--- src/rtl/bcd_counter_chain_if.sv ---
// Control and display bundle between the BCD counter chain and its driver.
// The master drives clear/load/count requests; the slave returns the count and its pulses.
interface bcd_counter_chain_if #(
  parameter int DIGITS = 4
);
  logic                  clr;
  logic                  load;
  logic [4*DIGITS-1:0]   load_val;
  logic                  en;
  logic                  up_dn;
  logic [4*DIGITS-1:0]   q;
  logic [DIGITS-1:0]     digit_tick;
  logic                  carry;
  logic                  sat;
  logic                  load_err;

  modport master (
    output clr, load, load_val, en, up_dn,
    input  q, digit_tick, carry, sat, load_err
  );

  modport slave (
    input  clr, load, load_val, en, up_dn,
    output q, digit_tick, carry, sat, load_err
  );
endinterface

--- src/rtl/bcd_counter_chain.sv ---
// Cascaded up/down BCD counter with clamped load, clear, wrap or saturate at terminal count.
// q and all pulse outputs update on the edge that samples clr/load/en; no backpressure.
module bcd_counter_chain #(
  parameter int DIGITS = 4,
  parameter bit WRAP   = 1'b1
) (
  input  logic               clk,
  input  logic               reset,
  bcd_counter_chain_if.slave bus
);
  localparam int W = 4 * DIGITS;

  logic [W-1:0]      q_q, q_d;
  logic [DIGITS-1:0] tick_q, tick_d;
  logic              carry_q, carry_d;
  logic              sat_q, sat_d;
  logic              err_q, err_d;

  logic [W-1:0]      step_val;
  logic [DIGITS-1:0] step_tick;
  logic              run_term;
  logic [3:0]        cur;
  logic [3:0]        lv;

  // run_term is high while every lower digit sits at its terminal value; after the loop it
  // means the whole chain is at terminal count for the requested direction.
  always_comb begin
    step_val  = q_q;
    step_tick = '0;
    run_term  = 1'b1;
    cur       = 4'd0;
    for (int i = 0; i < DIGITS; i++) begin
      cur = q_q[4*i +: 4];
      if (run_term) begin
        if (bus.up_dn) begin
          if (cur == 4'd9) begin
            step_val[4*i +: 4] = 4'd0;
            step_tick[i]       = 1'b1;
          end else begin
            step_val[4*i +: 4] = cur + 4'd1;
          end
        end else begin
          if (cur == 4'd0) begin
            step_val[4*i +: 4] = 4'd9;
            step_tick[i]       = 1'b1;
          end else begin
            step_val[4*i +: 4] = cur - 4'd1;
          end
        end
      end
      run_term = run_term & (cur == (bus.up_dn ? 4'd9 : 4'd0));
    end
  end

  always_comb begin
    q_d     = q_q;
    tick_d  = '0;
    carry_d = 1'b0;
    sat_d   = sat_q;
    err_d   = 1'b0;
    lv      = 4'd0;
    if (bus.clr) begin
      q_d   = '0;
      sat_d = 1'b0;
    end else if (bus.load) begin
      for (int i = 0; i < DIGITS; i++) begin
        lv = bus.load_val[4*i +: 4];
        if (lv > 4'd9) begin
          q_d[4*i +: 4] = 4'd9;
          err_d         = 1'b1;
        end else begin
          q_d[4*i +: 4] = lv;
        end
      end
      sat_d = 1'b0;
    end else if (bus.en) begin
      if (run_term && !WRAP) begin
        // Holding at terminal: carry only marks the first blocked step.
        sat_d   = 1'b1;
        carry_d = ~sat_q;
      end else begin
        q_d     = step_val;
        tick_d  = step_tick;
        carry_d = run_term;
        sat_d   = 1'b0;
      end
    end
  end

  always_ff @(posedge clk or posedge reset) begin
    if (reset) begin
      q_q     <= '0;
      tick_q  <= '0;
      carry_q <= 1'b0;
      sat_q   <= 1'b0;
      err_q   <= 1'b0;
    end else begin
      q_q     <= q_d;
      tick_q  <= tick_d;
      carry_q <= carry_d;
      sat_q   <= sat_d;
      err_q   <= err_d;
    end
  end

  assign bus.q          = q_q;
  assign bus.digit_tick = tick_q;
  assign bus.carry      = carry_q;
  assign bus.sat        = sat_q;
  assign bus.load_err   = err_q;
endmodule
--- src/flat_wrapper.sv ---
// flat-port wrapper written by rule: the top's interface ports become plain ports
module bcd_counter_chain_flat 
#(
  parameter int DIGITS = 4,
  parameter bit WRAP   = 1'b1
)
  (clk, reset, bus_clr, bus_load, bus_load_val, bus_en, bus_up_dn, bus_q, bus_digit_tick, bus_carry, bus_sat, bus_load_err);
  bcd_counter_chain_if #(.DIGITS(DIGITS)) bus_i ();
  input  logic clk;
  input  logic reset;
  input wire logic [$bits(bus_i.clr)-1:0] bus_clr;
  input wire logic [$bits(bus_i.load)-1:0] bus_load;
  input wire logic [$bits(bus_i.load_val)-1:0] bus_load_val;
  input wire logic [$bits(bus_i.en)-1:0] bus_en;
  input wire logic [$bits(bus_i.up_dn)-1:0] bus_up_dn;
  output wire logic [$bits(bus_i.q)-1:0] bus_q;
  output wire logic [$bits(bus_i.digit_tick)-1:0] bus_digit_tick;
  output wire logic [$bits(bus_i.carry)-1:0] bus_carry;
  output wire logic [$bits(bus_i.sat)-1:0] bus_sat;
  output wire logic [$bits(bus_i.load_err)-1:0] bus_load_err;
  assign bus_i.clr = bus_clr;
  assign bus_i.load = bus_load;
  assign bus_i.load_val = bus_load_val;
  assign bus_i.en = bus_en;
  assign bus_i.up_dn = bus_up_dn;
  assign bus_q = bus_i.q;
  assign bus_digit_tick = bus_i.digit_tick;
  assign bus_carry = bus_i.carry;
  assign bus_sat = bus_i.sat;
  assign bus_load_err = bus_i.load_err;
  bcd_counter_chain #(.DIGITS(DIGITS), .WRAP(WRAP)) u_core (.clk(clk), .reset(reset), .bus(bus_i));
endmodule
--- config.mk ---
export PLATFORM = sky130hd
export DESIGN_NAME = bcd_counter_chain_flat
export DESIGN_NICKNAME = d
export VERILOG_FILES = /design/src/rtl/bcd_counter_chain_if.sv /design/src/rtl/bcd_counter_chain.sv /design/src/flat_wrapper.sv
export SDC_FILE = /design/constraint.sdc
export NUM_CORES = 1
export LEC_CHECK = 0
export ABC_AREA = 1
export ABC_CLOCK_PERIOD_IN_PS = 1700
export CAP_MARGIN = 20
export CELL_PAD_IN_SITES_DETAIL_PLACEMENT = 0
export CELL_PAD_IN_SITES_GLOBAL_PLACEMENT = 1
export CORE_MARGIN = 5
export CORE_UTILIZATION = 35
export DETAILED_ROUTE_END_ITERATION = 6
export GPL_ROUTABILITY_DRIVEN = 0
export PLACE_DENSITY_LB_ADDON = 0.1
export SYNTH_ARGS = -nofsm -noshare
export SYNTH_HDL_FRONTEND = slang
export SYNTH_SLANG_ARGS = --single-unit
export TNS_END_PERCENT = 20
--- constraint.sdc ---
create_clock -name clk -period 1.7 [get_ports clk]
set_input_delay 0.34 -clock clk [delete_from_list [all_inputs] [get_ports clk]]
set_output_delay 0.34 -clock clk [all_outputs]
set_load 0.005 [all_outputs]
==> summary.md <==
| Metric | Value |
|---|---|
| Status | finished clean |
| WL/cell | 12.9 um |
| Root buffer cell | clkbuf_8 |
| Detailed router's first-iteration violation count | 94 |
| Clock skew | 0.00509 ns |
| Syn Nets | 356 |
| Metal-1 WL | 2760 um |
| Antenna Nets Post-Route | 0 |
| Core ar. | 5510 um2 |
| Type of element capturing the critical path | output pin |
| Chip Width | 85.1 um |
| Largest stage delay, worst path | 0.55 ns |
| Largest area contributor in the netlist | dfrtp_1 |
| Num CTS Buffers | 3 |
| Starting Density | 35.9% |
| Final setup violation count | 0 |
| Vias in the first global route | 2101 |
| # hold bufs at CTS | 0 |
| Post-synth cell types | 30 |
| Synth Warn # | 0 |
| Final Routed Wirelength | 5970 um |
| Via count | 2247 |
| Later-pin clock latency in the skew report | 0.27 ns |
| Bufs and invs on worst path | 1 |
| CTS sink cnt | 22 |
| CP cell instances | clkdlybuf4s50_1 |
| Dominant synthesized flop cell | dfrtp_1 |
| Vias per cell | 4.85 |
| Commonest cells in the netlist | nand2_1, nor2_1, nand3_1 |
| Max IR drop VDD | 0.000269 V |
| DR WL met3 | 287 um |
| Clock period minus worst slack | 1.63 ns |
| Port Buffers | 43 |
| Post-route cell area | 2760 um2 |
| Cell area after synthesis | 1970 um2 |
| Synth Area per Inst | 6.17 um2 |
| Hpwl dp | 4750 um |
| Clock Tree Buf Depth | 2 |
| Nets | 429 |
| Crit path max fanout | 6 |
| Die area | 7240 um2 |
| Worst Path Required | 1.36 ns |
| Ys async rst share | 100% |
| Initial antenna violation count | 0 |
| Share of the yosys chip area belonging to registers | 27.9% |
| # rows | 27 |
| DR pass1 iterations | 5 |
| RSZ-0062 raised after global routing | false |
| Hold Fails Final Rpt | 0 |
| CP max-delay cell | clkdlybuf4s50_1 |
| P per Cell Area | 658 nW/um2 |
| Crit path DAT | 1.29 ns |
| Layout cells sized above 1 | 15.6% |
| Max Cap Viol | 0 |
| Pin count of the biggest net entering global routing | 23 |
| Fin crit share | 95.7% |
| # IOs | 45 |
| Met2 Wirelength | 2880 um |
| Flop2flop setup slack | 0.19 ns |
| Leakage | 1.38 nW |
| Slew Viols, Final | 0 |
| Power Total | 1.81 mW |
| Crit start category | flop |
| #FFs+latches synth | 22 |
| Top-count cell post-synth | nand2_1 |
| Post-Place Cell Area | 2690 um2 |
| Post-synth EDFFs | 0 |
| Uppermost layer routed | met4 |
| H-Tree Depth | 1 |
| Synth top area share | 27.9% |
| F_max | 615 MHz |
| DRC errors left | 0 |
| Min-Delay Path Class | in2async |
| Setup WS post-layout | 0.0734 ns |
| GRT Overall Usage | 16.7% |
| CP top delay family | buffers and inverters |
| Fillers | 595 |
| Largest cells by area after synthesis | dfrtp_1, nand2_1, ha_1, nor2_1, nand3_1 |
| Gate Count Post-Synth | 320 |
| Area grow syn2layout | 39.5% |
| Congestion Overflow GR | 0 |
| Pre-CTS setup slack | -0.255 ns |
| CTS tree | yes |
| Type of the worst setup path | reg2out |
| First-pass GRT wire length | 9850 um |
| Post-CTS Setup Bufs | 0 |
| Clock-pin slew on the worst setup and hold paths | 0.09 ns |
| Die height | 85.1 um |
| Diode count | 0 |
==> cell usage in the layout (no fill, tap or decap), types with 2 or more instances in the layout <==
cell type,n
nand2_1,122
clkdlybuf4s50_1,42
nor2_1,40
buf_4,33
nand3_1,25
inv_1,21
dfrtp_1,17
o21ai_0,16
ha_1,14
a21oi_1,10
inv_2,6
nand2_2,5
dfrtp_2,5
nand4_1,4
nor2_2,4
o21ai_1,4
o211ai_1,3
clkbuf_8,3
or2_2,2
xnor2_1,2
==> state kept, by name, indices dropped and copies added (netlist names) <==
name and flops:
u_core.bus.q 16, u_core.bus.digit_tick 4, u_core.bus.load_err 1, u_core.bus.carry 1
==> metrics by stage <==
step           hold WS (ns)  cells  util [%]  TNS, ns
2_1_floorplan         0.329    320         -        0
3_3_place_gp          0.589    460      48.9    -3.66
3_5_place_dp          0.593    460      48.9    -3.96
4_1_cts               0.437    463      49.7        0
5_1_grt               0.454    463      50.0        0
6_report              0.427    463      50.0        0
==> cell type report <==
class | count | area (um2) | share of cell area (%)
timing repair buffer | 77 | 692 | 25.1
multi-input combinational | 262 | 1270 | 46.2
sequential | 22 | 557 | 20.2
inverter | 27 | 101 | 3.68
clock buffer | 3 | 41.3 | 1.50
tap | 72 | 90.1 | 3.27
==> worst paths after layout <==
check,startpoint,endpoint,cells past startpoint
max in group asynchronous,reset,u_core.bus.q[14]$_DFFE_PP0P_,3
min in group clk,u_core.bus.q[15]$_DFFE_PP0P_,u_core.bus.q[15]$_DFFE_PP0P_,2
worst max-delay path,u_core.bus.q[6]$_DFFE_PP0P_,bus_q[6],1
worst min-delay path,reset,u_core.bus.load_err$_DFF_PP0_,3
worst max register to register,u_core.bus.q[8]$_DFFE_PP0P_,u_core.bus.digit_tick[3]$_DFF_PP0_,8
worst min register to register,u_core.bus.q[15]$_DFFE_PP0P_,u_core.bus.q[15]$_DFFE_PP0P_,2
==> kinds of logic after synthesis <==
group | share of synthesized area, %
fa+ha+maj | 8.87
compound gates | 10.7
simple gates | 43.0
flops | 27.9
other cells | 0.190
xor+xnor | 1.33
buf+inv | 7.98
==> repair_timing <==
item	in CTS	in global routing
pin swaps	0	1
setup endpoints to repair	2	18
gates resized for setup	2	8
==> power by group <==
part / total [mW] / leakage, nW / switching (mW) / internal (mW)
Sequential: 0.653 / 0.284 / 0.0785 / 0.575
Clock: 0.342 / 0.0216 / 0.184 / 0.159
Combinational: 0.816 / 1.08 / 0.431 / 0.385
Total: 1.81 / 1.38 / 0.694 / 1.12
==> metal layers <==
metal,GRT usage [%],vias up
li1,-,1159
met4,4.03,0
met5,0,-
met2,28.4,57
met1,22.0,1024
met3,2.82,7
Power figures use the tool's default switching activity.
